===== src/rtl/exe_stage_if.sv =====
// Bundle of ID/EXE-side inputs and EXE/MEM-side outputs of the execute stage.
// The slave modport is the stage itself; the master modport drives it.
interface exe_stage_if;
    logic        freeze;
    logic        WB_EN_IN;
    logic        MEM_R_EN_IN;
    logic        MEM_W_EN_IN;
    logic        B_IN;
    logic        S_IN;
    logic [3:0]  EXE_CMD_IN;
    logic        C_IN;
    logic [31:0] PC_IN;
    logic [31:0] Val_Rn_IN;
    logic [31:0] Val_Rm_IN;
    logic        imm_IN;
    logic [11:0] Shift_operand_IN;
    logic [23:0] Signed_imm_24_IN;
    logic [3:0]  Dest_IN;

    logic        Branch_Taken;
    logic [31:0] Branch_Address;
    logic [3:0]  SR;
    logic        WB_EN;
    logic        MEM_R_EN;
    logic        MEM_W_EN;
    logic [31:0] ALU_Res;
    logic [31:0] Val_Rm;
    logic [3:0]  Dest;

    modport slave (
        input  freeze, WB_EN_IN, MEM_R_EN_IN, MEM_W_EN_IN, B_IN, S_IN, EXE_CMD_IN, C_IN,
               PC_IN, Val_Rn_IN, Val_Rm_IN, imm_IN, Shift_operand_IN, Signed_imm_24_IN,
               Dest_IN,
        output Branch_Taken, Branch_Address, SR, WB_EN, MEM_R_EN, MEM_W_EN, ALU_Res,
               Val_Rm, Dest
    );

    modport master (
        output freeze, WB_EN_IN, MEM_R_EN_IN, MEM_W_EN_IN, B_IN, S_IN, EXE_CMD_IN, C_IN,
               PC_IN, Val_Rn_IN, Val_Rm_IN, imm_IN, Shift_operand_IN, Signed_imm_24_IN,
               Dest_IN,
        input  Branch_Taken, Branch_Address, SR, WB_EN, MEM_R_EN, MEM_W_EN, ALU_Res,
               Val_Rm, Dest
    );
endinterface


===== src/rtl/exe_stage.sv =====
// Execute stage: Val2 generation, ALU with NZCV flags, branch target, status register
// and the EXE/MEM pipeline register.
module exe_stage (
    input logic       clk,
    input logic       rst,
    exe_stage_if.slave bus
);
    localparam logic [3:0] CmdMov = 4'b0001;
    localparam logic [3:0] CmdMvn = 4'b1001;
    localparam logic [3:0] CmdAdd = 4'b0010;
    localparam logic [3:0] CmdAdc = 4'b0011;
    localparam logic [3:0] CmdSub = 4'b0100;
    localparam logic [3:0] CmdSbc = 4'b0101;
    localparam logic [3:0] CmdAnd = 4'b0110;
    localparam logic [3:0] CmdOrr = 4'b0111;
    localparam logic [3:0] CmdEor = 4'b1000;

    logic [31:0] val2;
    logic [31:0] imm32;
    logic [63:0] imm_rot;
    logic [63:0] rm_rot;
    logic [4:0]  rot_amt;
    logic [4:0]  sh_amt;
    logic [32:0] sum33;
    logic [31:0] alu_res;
    logic        flag_c;
    logic        flag_v;
    logic [3:0]  flags;

    logic [3:0]  sr_q, sr_d;
    logic        wb_en_q, wb_en_d;
    logic        mem_r_en_q, mem_r_en_d;
    logic        mem_w_en_q, mem_w_en_d;
    logic [31:0] alu_res_q, alu_res_d;
    logic [31:0] val_rm_q, val_rm_d;
    logic [3:0]  dest_q, dest_d;

    // Rotations are done by shifting a doubled word and keeping the low half.
    always_comb begin
        rot_amt = {bus.Shift_operand_IN[11:8], 1'b0};
        sh_amt  = bus.Shift_operand_IN[11:7];
        imm32   = {24'b0, bus.Shift_operand_IN[7:0]};
        imm_rot = {imm32, imm32} >> rot_amt;
        rm_rot  = {bus.Val_Rm_IN, bus.Val_Rm_IN} >> sh_amt;
        val2    = bus.Val_Rm_IN;
        if (bus.imm_IN) begin
            val2 = imm_rot[31:0];
        end else if (bus.MEM_R_EN_IN || bus.MEM_W_EN_IN) begin
            val2 = {20'b0, bus.Shift_operand_IN};
        end else begin
            case (bus.Shift_operand_IN[6:5])
                2'b00:   val2 = bus.Val_Rm_IN << sh_amt;
                2'b01:   val2 = bus.Val_Rm_IN >> sh_amt;
                2'b10:   val2 = 32'($signed(bus.Val_Rm_IN) >>> sh_amt);
                default: val2 = rm_rot[31:0];
            endcase
        end
    end

    // Subtraction is Rn + ~Val2 + carry-in, so bit 32 is directly NOT borrow.
    always_comb begin
        sum33   = 33'b0;
        alu_res = 32'b0;
        flag_c  = 1'b0;
        flag_v  = 1'b0;
        case (bus.EXE_CMD_IN)
            CmdMov: alu_res = val2;
            CmdMvn: alu_res = ~val2;
            CmdAnd: alu_res = bus.Val_Rn_IN & val2;
            CmdOrr: alu_res = bus.Val_Rn_IN | val2;
            CmdEor: alu_res = bus.Val_Rn_IN ^ val2;
            CmdAdd, CmdAdc: begin
                sum33 = {1'b0, bus.Val_Rn_IN} + {1'b0, val2}
                      + {32'b0, (bus.EXE_CMD_IN == CmdAdc) && bus.C_IN};
                alu_res = sum33[31:0];
                flag_c  = sum33[32];
                flag_v  = (bus.Val_Rn_IN[31] == val2[31]) && (sum33[31] != bus.Val_Rn_IN[31]);
            end
            CmdSub, CmdSbc: begin
                sum33 = {1'b0, bus.Val_Rn_IN} + {1'b0, ~val2}
                      + {32'b0, (bus.EXE_CMD_IN == CmdSub) || bus.C_IN};
                alu_res = sum33[31:0];
                flag_c  = sum33[32];
                flag_v  = (bus.Val_Rn_IN[31] != val2[31]) && (sum33[31] != bus.Val_Rn_IN[31]);
            end
            default: alu_res = 32'b0;
        endcase
        flags = {alu_res[31], alu_res == 32'b0, flag_c, flag_v};
    end

    assign bus.Branch_Taken   = bus.B_IN;
    assign bus.Branch_Address = bus.PC_IN
                              + {{6{bus.Signed_imm_24_IN[23]}}, bus.Signed_imm_24_IN, 2'b00};

    always_comb begin
        sr_d       = sr_q;
        wb_en_d    = wb_en_q;
        mem_r_en_d = mem_r_en_q;
        mem_w_en_d = mem_w_en_q;
        alu_res_d  = alu_res_q;
        val_rm_d   = val_rm_q;
        dest_d     = dest_q;
        if (!bus.freeze) begin
            if (bus.S_IN) begin
                sr_d = flags;
            end
            wb_en_d    = bus.WB_EN_IN;
            mem_r_en_d = bus.MEM_R_EN_IN;
            mem_w_en_d = bus.MEM_W_EN_IN;
            alu_res_d  = alu_res;
            val_rm_d   = bus.Val_Rm_IN;
            dest_d     = bus.Dest_IN;
        end
    end

    always_ff @(posedge clk or posedge rst) begin
        if (rst) begin
            sr_q       <= 4'b0;
            wb_en_q    <= 1'b0;
            mem_r_en_q <= 1'b0;
            mem_w_en_q <= 1'b0;
            alu_res_q  <= 32'b0;
            val_rm_q   <= 32'b0;
            dest_q     <= 4'b0;
        end else begin
            sr_q       <= sr_d;
            wb_en_q    <= wb_en_d;
            mem_r_en_q <= mem_r_en_d;
            mem_w_en_q <= mem_w_en_d;
            alu_res_q  <= alu_res_d;
            val_rm_q   <= val_rm_d;
            dest_q     <= dest_d;
        end
    end

    assign bus.SR       = sr_q;
    assign bus.WB_EN    = wb_en_q;
    assign bus.MEM_R_EN = mem_r_en_q;
    assign bus.MEM_W_EN = mem_w_en_q;
    assign bus.ALU_Res  = alu_res_q;
    assign bus.Val_Rm   = val_rm_q;
    assign bus.Dest     = dest_q;
endmodule


===== src/flat_wrapper.sv =====
// flat-port wrapper written by rule: the top's interface ports become plain ports
module exe_stage_flat 
  (clk, rst, bus_freeze, bus_WB_EN_IN, bus_MEM_R_EN_IN, bus_MEM_W_EN_IN, bus_B_IN, bus_S_IN, bus_EXE_CMD_IN, bus_C_IN, bus_PC_IN, bus_Val_Rn_IN, bus_Val_Rm_IN, bus_imm_IN, bus_Shift_operand_IN, bus_Signed_imm_24_IN, bus_Dest_IN, bus_Branch_Taken, bus_Branch_Address, bus_SR, bus_WB_EN, bus_MEM_R_EN, bus_MEM_W_EN, bus_ALU_Res, bus_Val_Rm, bus_Dest);
  exe_stage_if bus_i ();
  input logic clk;
  input logic rst;
  input wire logic [$bits(bus_i.freeze)-1:0] bus_freeze;
  input wire logic [$bits(bus_i.WB_EN_IN)-1:0] bus_WB_EN_IN;
  input wire logic [$bits(bus_i.MEM_R_EN_IN)-1:0] bus_MEM_R_EN_IN;
  input wire logic [$bits(bus_i.MEM_W_EN_IN)-1:0] bus_MEM_W_EN_IN;
  input wire logic [$bits(bus_i.B_IN)-1:0] bus_B_IN;
  input wire logic [$bits(bus_i.S_IN)-1:0] bus_S_IN;
  input wire logic [$bits(bus_i.EXE_CMD_IN)-1:0] bus_EXE_CMD_IN;
  input wire logic [$bits(bus_i.C_IN)-1:0] bus_C_IN;
  input wire logic [$bits(bus_i.PC_IN)-1:0] bus_PC_IN;
  input wire logic [$bits(bus_i.Val_Rn_IN)-1:0] bus_Val_Rn_IN;
  input wire logic [$bits(bus_i.Val_Rm_IN)-1:0] bus_Val_Rm_IN;
  input wire logic [$bits(bus_i.imm_IN)-1:0] bus_imm_IN;
  input wire logic [$bits(bus_i.Shift_operand_IN)-1:0] bus_Shift_operand_IN;
  input wire logic [$bits(bus_i.Signed_imm_24_IN)-1:0] bus_Signed_imm_24_IN;
  input wire logic [$bits(bus_i.Dest_IN)-1:0] bus_Dest_IN;
  output wire logic [$bits(bus_i.Branch_Taken)-1:0] bus_Branch_Taken;
  output wire logic [$bits(bus_i.Branch_Address)-1:0] bus_Branch_Address;
  output wire logic [$bits(bus_i.SR)-1:0] bus_SR;
  output wire logic [$bits(bus_i.WB_EN)-1:0] bus_WB_EN;
  output wire logic [$bits(bus_i.MEM_R_EN)-1:0] bus_MEM_R_EN;
  output wire logic [$bits(bus_i.MEM_W_EN)-1:0] bus_MEM_W_EN;
  output wire logic [$bits(bus_i.ALU_Res)-1:0] bus_ALU_Res;
  output wire logic [$bits(bus_i.Val_Rm)-1:0] bus_Val_Rm;
  output wire logic [$bits(bus_i.Dest)-1:0] bus_Dest;
  assign bus_i.freeze = bus_freeze;
  assign bus_i.WB_EN_IN = bus_WB_EN_IN;
  assign bus_i.MEM_R_EN_IN = bus_MEM_R_EN_IN;
  assign bus_i.MEM_W_EN_IN = bus_MEM_W_EN_IN;
  assign bus_i.B_IN = bus_B_IN;
  assign bus_i.S_IN = bus_S_IN;
  assign bus_i.EXE_CMD_IN = bus_EXE_CMD_IN;
  assign bus_i.C_IN = bus_C_IN;
  assign bus_i.PC_IN = bus_PC_IN;
  assign bus_i.Val_Rn_IN = bus_Val_Rn_IN;
  assign bus_i.Val_Rm_IN = bus_Val_Rm_IN;
  assign bus_i.imm_IN = bus_imm_IN;
  assign bus_i.Shift_operand_IN = bus_Shift_operand_IN;
  assign bus_i.Signed_imm_24_IN = bus_Signed_imm_24_IN;
  assign bus_i.Dest_IN = bus_Dest_IN;
  assign bus_Branch_Taken = bus_i.Branch_Taken;
  assign bus_Branch_Address = bus_i.Branch_Address;
  assign bus_SR = bus_i.SR;
  assign bus_WB_EN = bus_i.WB_EN;
  assign bus_MEM_R_EN = bus_i.MEM_R_EN;
  assign bus_MEM_W_EN = bus_i.MEM_W_EN;
  assign bus_ALU_Res = bus_i.ALU_Res;
  assign bus_Val_Rm = bus_i.Val_Rm;
  assign bus_Dest = bus_i.Dest;
  exe_stage u_core (.clk(clk), .rst(rst), .bus(bus_i));
endmodule

===== config.mk =====
export PLATFORM = sky130hd
export DESIGN_NAME = exe_stage_flat
export DESIGN_NICKNAME = d
export VERILOG_FILES = /design/src/rtl/exe_stage_if.sv /design/src/rtl/exe_stage.sv /design/src/flat_wrapper.sv
export SDC_FILE = /design/constraint.sdc
export NUM_CORES = 1
export LEC_CHECK = 0
export CAP_MARGIN = 5
export CELL_PAD_IN_SITES_DETAIL_PLACEMENT = 0
export CELL_PAD_IN_SITES_GLOBAL_PLACEMENT = 2
export CORE_MARGIN = 1.5
export CORE_UTILIZATION = 35
export DETAILED_ROUTE_END_ITERATION = 8
export PLACE_DENSITY_LB_ADDON = 0.25
export SYNTH_ARGS = -nofsm -noshare
export SYNTH_HDL_FRONTEND = slang
export SYNTH_SLANG_ARGS = --single-unit

===== constraint.sdc =====
create_clock -name clk -period 9 [get_ports clk]
set_clock_uncertainty 0.1 [all_clocks]
set_input_delay 1.8 -clock clk [delete_from_list [all_inputs] [get_ports clk]]
set_output_delay 1.8 -clock clk [all_outputs]
set_load 0.05 [all_outputs]

==> results of run 1 <==
-- synthesized netlist by cell type (9+ instances only) --
master       n  area share (%)
a211o_1     12            0.67
a211oi_1    35             1.7
a21o_1      25             1.2
a21oi_1    156             4.9
a221oi_1    30             1.7
a22oi_1     20            0.95
a311oi_1    11            0.61
a31oi_1     21            0.83
and2_1      12            0.48
and3_1      13            0.51
buf_1       11            0.26
buf_2       24            0.76
buf_6       10            0.71
clkbuf_1   109             2.6
dfrtp_1     75              12
ha_1       126              10
inv_1      116             2.8
mux2_2      89             6.3
mux2i_1     74             4.7
mux4_2      39             5.6
nand2_1    181             4.3
nand2b_1    25            0.99
nand3_1     60             1.9
nand4_1     12            0.48
nor2_1     178             4.2
nor2b_1     24            0.95
nor3_1      55             1.7
nor4_1      17            0.67
o2111ai_1   12            0.67
o211ai_1    35             1.7
o21a_1      24             1.1
o21ai_0     97             3.1
o21ai_1     15            0.48
o21bai_1    14            0.67
o221ai_1    23             1.3
o22ai_1     45             1.8
o31a_1       9            0.50
o31ai_1     17            0.81
or2_2       14            0.55
or3_1       16            0.63
or4_1       10            0.48
xnor2_1     33             1.8
xor2_1      11            0.61
-- report_power, final --
group / total, mW / switching (mW) / internal (mW)
Combinational: 1.58 / 1.01 / 0.566
Sequential: 0.408 / 0.0251 / 0.383
Clock: 0.409 / 0.189 / 0.221
-- cells in the final DEF (no fill, tap or decap), drive strengths merged, types with 14 or more instances in the layout --
master         instances
nor2b                 24
nor4                  17
buf                  104
a21oi                157
a211oi                35
o31ai                 21
xnor2                 33
o21a                  24
nor3                  55
mux2                  98
a31oi                 21
ha                   126
nand2                181
o21ai                112
o21bai                14
mux2i                 74
o211ai                35
mux4                  39
o221ai                23
nand3                 61
inv                  122
a221oi                30
or3                   16
nand2b                25
clkdlybuf4s50        245
a21o                  25
nor2                 178
a22oi                 20
o22ai                 45
dfrtp                 75
or2                   15
-- sequential cells by signal, summed over array words and instances, names as in the netlist --
signal and cells:
u_core.bus.SR 4, u_core.bus.MEM_R_EN 1, u_core.bus.Val_Rm 32, u_core.bus.Dest 4, u_core.bus.MEM_W_EN 1, u_core.bus.ALU_Res 32
u_core.bus.WB_EN 1
-- logic make-up (layout without fill, tap and decap cells) --
| kind of cell | Yosys count | in the layout | share of synthesized area (%) |
|---|---|---|---|
| xor gates and xnor gates | 44 | 44 | 2.440 |
| adders and majority gates | 131 | 131 | 10.62 |
| buffers and inverters | 280 | 484 | 7.486 |
| AOI/OAI and AO/OA | 700 | 700 | 30.89 |
| other | 0 | 1 | 0 |
| DFF | 75 | 75 | 11.88 |
| muxes | 211 | 211 | 17.29 |
| and+or+nand+nor | 645 | 645 | 19.40 |
-- through the flow --
step	total power, mW	cell area (um^2)	util, %
after floorplan	1.399	15790	-
after global placement	1.966	19040	42.87
after detailed placement	1.963	19040	42.87
after CTS	2.382	19350	43.57
after global routing	2.502	19350	43.57
final	2.394	19350	43.57
-- worst max path at each step --
| stage | cells past startpoint | end |
|---|---|---|
| final | 24 | u_core.bus.SR[2] |
| after global routing | 22 | u_core.bus.SR[2] |
| after CTS | 22 | u_core.bus.SR[2] |
| after detailed placement | 22 | u_core.bus.SR[2] |
| after global placement | 22 | u_core.bus.SR[2] |
| after floorplan | 25 | u_core.bus.SR[2] |
-- routing by layer --
layer | global-route usage (%) | vias to the layer above | routed length, um | part of all wire (%)
met5 | 0 | - | 0 | 0
met1 | 42.16 | 8922 | 32360 | 40
met4 | 16.67 | 0 | 4122 | 5.1
met3 | 5.173 | 212 | 6036 | 7.5
li1 | - | 8270 | - | -
met2 | 56.18 | 989 | 38100 | 47
-- cell type report --
cell class                 count  share of cell area [%]
timing repair buffer         349                   16.71
sequential                    75                   9.698
antenna                        1                 0.01293
inverter                     119                   2.315
clock buffer                   9                   1.164
tap                          592                   3.828
multi-input combinational   1731                   65.84
clock inverter                 7                  0.4332
==> run_results.csv, run 1 <==
group,metric,value,unit
yosys,synth.cell_area,15790,um^2
setup_path,worstPathMaxFanout,44,
cts,cts_hold_buf,0,
global_route,gr-usage-all-layers,33.65,%
die,die_h,215.4,um
detailed_routing,drt-initial-drc-count,1867,
setup_path,worstPathArrival,8.75,ns
sta,hold_viol_final,0,
die,coreArea,44410,um^2
pwr,leakage,7.858,nW
sta,slew_headroom,10.45,%
yosys,seq_area_frac_synth,11.88,%
setup_path,rr_worst_depth,1,
yosys,synth_cells,2086,
layout,nets,2566,
die,boundaryPins,258,
sta,min_period,8.530,ns
detailed_routing,drt-total-wl,80620,um
worst_hold_path,hold_class,"flip-flop to flip-flop",
yosys,synthArstFlopShare,100.0,%
sta,tns,0,ns
detailed_routing,dr.pass1.iters,6,
job,maxCapViolations,0,
setup_path,cp-end-kind,"flip-flop",
setup_path,start_kind,"input pin",
sta,rsz0062_at_grt,"no",
sta,tightest_slew,1.338,ns
setup_path,reg2reg_to,"u_core.bus.ALU_Res[14]",
worst_hold_path,hold-path-cell-count,1,
setup_path,max_stage_delay,0.52,ns
sta,slew_viol_final,0,
setup_path,r2r_setup_slack,8.09,ns
die,dieArea,46410,um^2
global_route,overflow,0,
placement,io_buffers,251,
global_route,grt_max_degree,53,
cts,clock_latency,0.38,ns
layout,fillCellCount,4581,
setup_path,critPathTopFamily,"compound AO/OA/AOI/OAI gates",
detailed_routing,vias,18390,
setup_path,cp-startpoint,"bus_Shift_operand_IN[7]",
layout,fin_cells,2883,
placement,post-place-ws,0.1903,ns
sta,fmax,0.1172,GHz
global_route,grt_pass1_vias,17750,
cts,cts_made_buffers,9,
sta,setup_viol,0,
sta,whs,0.3820,ns
cts,cts_sinks,75,
yosys,synth_nets,2367,
yosys,synth_cell_types,98,
setup_path,slowest_stage,"fa_1",
setup_path,r2r-start,"u_core.bus.ALU_Res[14]",
layout,multiInputGateArea,12740,um^2
worst_hold_path,min_to,"u_core.bus.ALU_Res[1]",
pwr,vdd_ir_drop_max,0.00007239,V
cts,cts_tree,"yes",
cts,cts_root_buffer,"clkbuf_16",
yosys,synth-edff-count,0,
sta,final.setup.worst_slack,0.4703,ns
layout,regArea,1877,um^2
layout,syn2layout_area_growth,22.53,%
setup_path,cp.required,9.22,ns
detailed_routing,routedWlPerCell,27.96,um
setup_path,cp_cell_sequence,"buf_4 > buf_4 > mux2_2 > o22ai_1 > nor3_1 > o21ai_0 > o21ai_1 > nand2_1 > a21oi_1 > fa_1 > fa_1 > a211oi_1 > o21a_1 > nor3_1 > o31ai_1 > nand2_1 > a31oi_1 > xnor2_1 > a211oi_1 > nand4_1 > nor4_1 > buf_4 > nand4_1 > o21ai_1",
sta,period_share,94.77,%
detailed_routing,avgViaCountPerCell,6.380,
detailed_routing,drc,0,
die,num_rows,77,
die,dieWidth,215.4,um
worst_hold_path,hp-start,"u_core.bus.ALU_Res[1]",
setup_path,critical_path_class,"input pin to flip-flop",
yosys,ys_seq_elements,75,
global_route,antenna_found_initial,1,
die,start_util,35.56,%
cts,cts_setup_buffers,0,
cts,h-tree-depth,3,
cts,clock_path_buffers,2,
cts,post_cts_resize_count,0,
pwr,powerDensity,123.7,nW/um^2
yosys,avgSynthCellArea,7.571,um^2
global_route,grt_pass1_wl,117700,um
cts,path_clk_slew,0.08,ns
outcome,outcome,"completed",
layout,layout-drive-gt1-share,13.10,%
detailed_routing,ant_nets,0,
yosys,synth_flop_cell,"dfrtp_1",
setup_path,crit_buf_inv,3,
yosys,synth_warnings,0,
placement,place_congestion,1.011,
placement,place_inst,2866,
placement,dp_hpwl,62180,um
setup_path,cp_common_cell,"buf_4",
(Power assumes the default switching activity.)
==> run 2: changes to the inputs <==
PLACE_DENSITY_LB_ADDON = 0.1   (was 0.25)
==> run 2 against run 1 <==
Net effect:
- clock power grew 2%
- non-clock buffer count up 19
- register-to-register slack worse by 0.04 ns
- first-iteration DRC count is 2.1% higher
- final cell count grew 0.62%
- total power is 1.0% higher
- global-route usage rose by 0.24 points
- highest routed layer is now met5
==> run_results.csv, run 2 (synthesis gave the netlist of run 1 again) <==
group,metric,value,unit
pwr,p_total,2.419,mW
pwr,pwr-share-seq,16.9,%
sta,period_share,93.84,%
detailed_routing,avgViaCountPerCell,6.462,
sta,slew_headroom,29.93,%
cts,clock_path_buffers,2,
global_route,grt_max_degree,79,
pwr,vdd_ir_drop_max,0.00009612,V
outcome,outcome,"completed",
cts,cts_tree,"yes",
cts,cts_hold_buf,0,
die,num_rows,77,
sta,tightest_slew,1.051,ns
die,boundaryPins,258,
setup_path,start_kind,"input pin",
die,coreArea,44410,um^2
setup_path,max_stage_delay,0.69,ns
detailed_routing,highest_layer,"met5",
cts,cts_sinks,75,
detailed_routing,vias,18750,
sta,fmax,0.1184,GHz
layout,nets,2585,
cts,clock_latency,0.39,ns
global_route,gr-usage-all-layers,33.88,%
layout,final_common_cell,"clkdlybuf4s50_1",
sta,hold_viol_final,0,
setup_path,r2r-start,"u_core.bus.MEM_W_EN",
setup_path,cp_cell_sequence,"buf_4 > buf_4 > mux2_1 > o221ai_1 > a21oi_1 > a21o_1 > o21ai_1 > and3_1 > a21oi_1 > inv_1 > ha_1 > or3_1 > a21oi_1 > o41ai_1 > a221o_1 > o31ai_1 > nand4_1 > or4b_2 > nor4_1 > buf_4 > nand4_1 > o21ai_1",
sta,min_period,8.446,ns
setup_path,worstPathArrival,8.67,ns
die,start_util,35.56,%
sta,setup_viol,0,
die,die_h,215.4,um
detailed_routing,wl_met3,6727,um
cts,h-tree-depth,3,
cts,cts_made_buffers,9,
global_route,grt_pass1_wl,118900,um
detailed_routing,ant_nets,0,
global_route,overflow,0,
global_route,grt_pass1_vias,17760,
setup_path,cp.required,9.22,ns
cts,path_clk_slew,0.07,ns
pwr,combPwrFrac,65.9,%
layout,layout_common_cells,"244 x clkdlybuf4s50_1, 181 x nand2_1, 175 x nor2_1",
setup_path,crit_buf_inv,4,
pwr,internal_power,1.184,mW
detailed_routing,wirelength_met1,32240,um
pwr,swShare,51.05,%
die,dieArea,46410,um^2
layout,layout-drive-gt1-share,13.95,%
placement,io_buffers,251,
detailed_routing,dr.pass1.iters,5,
pwr,power_frac_clock,17.2,%
placement,place_congestion,1.031,
setup_path,slowest_stage,"or4b_2",
setup_path,cp-end-kind,"flip-flop",
job,maxCapViolations,0,
worst_hold_path,hold_class,"flip-flop to flip-flop",
pwr,powerDensity,124.0,nW/um^2
die,dieWidth,215.4,um
cts,post_cts_resize_count,0,
global_route,antenna_found_initial,1,
sta,slew_viol_final,0,
cts,cts_root_buffer,"clkbuf_16",
pwr,switching_power,1.235,mW
sta,tns,0,ns
setup_path,critPathTopFamily,"compound AO/OA/AOI/OAI gates",
detailed_routing,drt-total-wl,80730,um
sta,rsz0062_at_grt,"no",
layout,antenna_cells,0,
detailed_routing,routedWlPerCell,27.83,um
detailed_routing,wl_met2,36990,um
layout,syn2layout_area_growth,23.57,%
setup_path,cp-startpoint,"bus_Shift_operand_IN[7]",
setup_path,worstPathMaxFanout,41,
placement,dp_hpwl,62230,um
detailed_routing,drc,0,
cts,cts_setup_buffers,0,
layout,final_core_util,43.94,%
worst_hold_path,hp-start,"u_core.bus.ALU_Res[1]",
setup_path,critical_path_class,"input pin to flip-flop",
detailed_routing,drt-initial-drc-count,1906,
pwr,leakage,7.956,nW
[run 2: cell types whose count changed in the layout (fill, tap and decap cells not counted)]
| cell | previous run | this run |
|---|---|---|
| nor2_2 | 1 | 3 |
| buf_2 | 5 | 6 |
| nor2_1 | 177 | 175 |
| diode_2 | 1 | 0 |
| buf_12 | 1 | 2 |
| clkinv_2 | 2 | 1 |
| clkinv_4 | 1 | 2 |
| clkdlybuf4s50_1 | 245 | 244 |
| buf_4 | 98 | 116 |
| inv_6 | 2 | 1 |
| clkinv_8 | 0 | 1 |
[run 2: layout make-up]
type	count	area (um^2)
timing repair buffer	368	3383
fill	4542	24900
multi-input combinational	1731	12750
clock inverter	7	95.09
sequential	75	1877
tap	592	740.7
clock buffer	9	225.2
inverter	119	447.9
[run 2: path summary, 6_finish.rpt]
check | endpoint | slack [ns] | cells after the start
worst max-delay path | u_core.bus.SR[2] | 0.55 | 22
worst min-delay path | u_core.bus.ALU_Res[1] | 0.38 | 1
worst max register to register | u_core.bus.MEM_W_EN | 8.05 | 1
worst min register to register | u_core.bus.ALU_Res[1] | 0.38 | 1
max in group asynchronous | u_core.bus.ALU_Res[3] | 6.04 | 3
min in group asynchronous | u_core.bus.Val_Rm[7] | 1.63 | 2
[run 2: power groups by stage]
stage / Combinational [mW] / Clock (mW) / Sequential, mW
2_1_floorplan: 0.825 / 0 / 0.574
3_3_place_gp: 1.57 / 0 / 0.414
3_5_place_dp: 1.56 / 0 / 0.415
4_1_cts: 1.57 / 0.429 / 0.409
5_1_grt: 1.68 / 0.438 / 0.414
6_report: 1.59 / 0.417 / 0.409
[run 2: per-layer routing]
metal	vias up	global-route usage, %
met4	2	18.69
met3	232	5.525
met5	-	0
met2	1056	54.87
li1	8325	-
met1	9131	42.92
[run 2: through the flow]
stage | hold slack [ns] | setup slack, ns | cells | cell area, um^2
after floorplan | 0.6446 | 1.923 | 2086 | 15790
after global placement | 0.3601 | 0.4021 | 2885 | 19200
after detailed placement | 0.3672 | 0.4181 | 2885 | 19200
after CTS | 0.3829 | 0.7778 | 2901 | 19520
after global routing | 0.4044 | 0.3718 | 2901 | 19520
final | 0.3770 | 0.5545 | 2901 | 19520
==> run 3: changes to the inputs <==
CORE_UTILIZATION = 29   (was 35)
clock period = 7.3 ns   (was 9 ns; I/O delays follow)
==> run 3 against run 2 <==
Net effect:
- via count rose by 8.5%
- hold slack improved by 0.0047 ns
- global-route usage fell by 2.1 points
- register-to-register slack got worse by 1.6 ns
- final cell count rose by 21%
- largest power group unchanged
- worst setup slack got worse by 0.42 ns
- total power rose by 40%
- critical endpoint unchanged
==> run_results.csv, run 3 (synthesis gave the netlist of run 1 again) <==
group,metric,value,unit
detailed_routing,avgViaCountPerCell,5.814,
detailed_routing,drt-total-wl,91510,um
detailed_routing,vias,20340,
layout,final_common_cell,"buf_4",
sta,tns,0,ns
cts,clock_latency,0.38,ns
setup_path,slowest_stage,"mux4_2",
detailed_routing,drc,0,
global_route,grt.busiest_layer,"met2",
sta,period_share,98.17,%
cts,cts_tree,"yes",
die,dieArea,55870,um^2
sta,min_period,7.167,ns
layout,antenna_cells,0,
layout,final_cell_area,23870,um^2
global_route,antenna_found_initial,0,
sta,tightest_slew,1.081,ns
setup_path,cp_common_cell,"buf_4",
die,num_rows,85,
global_route,grt_pass1_wl,132200,um
die,coreArea,53810,um^2
placement,place_congestion,0.9989,
setup_path,cp-end-kind,"flip-flop",
global_route,gr-usage-all-layers,31.75,%
die,dieWidth,236.4,um
pwr,vdd_ir_drop_max,0.0001195,V
pwr,powerDensity,141.9,nW/um^2
sta,slew_headroom,27.94,%
outcome,outcome,"completed",
setup_path,cp_cell_sequence,"clkdlybuf4s50_1 > mux2i_1 > mux4_2 > mux4_2 > o21a_1 > o221ai_2 > inv_1 > ha_1 > or2_2 > o211ai_1 > buf_4 > a211oi_2 > buf_4 > buf_4 > o211ai_1 > nand3_1 > a311o_1 > a41oi_2 > buf_4 > nor2_1 > o32ai_1 > nand2_1 > or4_1 > o21ai_1",
global_route,overflow,0,
global_route,met2_usage,53.81,%
layout,layout-drive-gt1-share,31.11,%
setup_path,worstPathArrival,7.39,ns
setup_path,start_kind,"input pin",
detailed_routing,drt-initial-drc-count,1762,
sta,slew_viol_final,0,
global_route,grt_pass1_vias,19870,
detailed_routing,routedWlPerCell,26.15,um
pwr,leakage,10.61,nW
die,start_util,29.35,%
detailed_routing,dr.pass1.iters,8,
cts,h-tree-depth,3,
worst_hold_path,hold_class,"flip-flop to flip-flop",
setup_path,critical_path_class,"input pin to flip-flop",
placement,io_buffers,251,
global_route,met1_usage,39.81,%
cts,cts_hold_buf,0,
sta,hold_viol_final,0,
cts,clock_path_buffers,2,
setup_path,max_stage_delay,0.56,ns
cts,path_clk_slew,0.08,ns
global_route,grt_max_degree,52,
cts,cts_made_buffers,9,
job,maxCapViolations,0,
detailed_routing,ant_nets,0,
setup_path,cp.required,7.52,ns
die,die_h,236.4,um
layout,layout_common_cells,"596 x buf_4, 220 x clkdlybuf4s50_1, 180 x nand2_1",
layout,nets,3080,
layout,syn2layout_area_growth,51.11,%
global_route,use_met3,3.370,%
setup_path,worstPathMaxFanout,3,
placement,placed_area,23130,um^2
die,boundaryPins,258,
cts,cts_sinks,75,
sta,fmax,0.1395,GHz
cts,cts_root_buffer,"clkbuf_16",
placement,dp_hpwl,74290,um
sta,setup_viol,0,
-- run 3: area by class of cell --
class | instances | area [um^2]
multi-input combinational | 1731 | 13040
timing repair buffer | 863 | 7333
tap | 696 | 870.8
sequential | 75 | 1877
clock buffer | 9 | 225.2
inverter | 119 | 447.9
clock inverter | 6 | 73.82
fill | 5474 | 29950
-- run 3: worst paths after layout --
kind	startpoint	to	slack, ns	cells past startpoint
setup / recovery	bus_Val_Rm_IN[2]	u_core.bus.SR[2]	0.13	24
setup reg to reg	u_core.bus.ALU_Res[18]	u_core.bus.ALU_Res[18]	6.42	1
max in group asynchronous	rst	u_core.bus.Dest[3]	4.73	3
hold reg to reg	u_core.bus.ALU_Res[2]	u_core.bus.ALU_Res[2]	0.38	1
min in group asynchronous	rst	u_core.bus.SR[2]	1.37	2
hold / removal	u_core.bus.ALU_Res[2]	u_core.bus.ALU_Res[2]	0.38	1
-- run 3: what timing repair did --
action / CTS / global route
endpoints found under the setup margin: 1 / 10
setup buffers: 1 / 9
endpoints found under the hold margin: 0 / 0
pin swaps: 1 / 21
gates resized for setup: 11 / 80
-- run 3: critical path: cells and delay by family --
| family | cells | cell delay [ns] |
|---|---|---|
| adders and majority gates | 1 | 0.20 |
| buffers and inverters | 6 | 1.22 |
| muxes | 3 | 1.20 |
| AOI/OAI and AO/OA | 9 | 2.25 |
| and+or+nand+nor | 5 | 1.03 |
-- run 3: metrics by stage --
| stage | std cells | utilization (%) | setup slack, ns | hold slack [ns] | total power, mW |
|---|---|---|---|---|---|
| global placement | 3474 | 42.98 | -0.4901 | 0.3590 | 2.816 |
| floorplan | 2086 | - | 0.5630 | 0.6446 | 1.725 |
| detailed placement | 3474 | 42.98 | -0.5424 | 0.3670 | 2.813 |
| global route | 3499 | 44.35 | -0.008543 | 0.3973 | 3.549 |
| CTS | 3490 | 43.62 | 0.02121 | 0.3831 | 3.343 |
| finish | 3499 | 44.35 | 0.1333 | 0.3816 | 3.387 |
-- run 3: metal layers --
layer | vias up | routed length (um)
li1 | 9318 | -
met4 | 0 | 5002
met3 | 198 | 4617
met1 | 9954 | 38350
met2 | 874 | 43540
met5 | - | 0
-- run 3: where the power goes --
group | internal, mW | leakage, nW | switching [mW]
clock network | 0.268 | 0.140 | 0.235
logic | 1.01 | 9.57 | 1.37
registers | 0.472 | 0.896 | 0.0304
total | 1.75 | 10.6 | 1.64
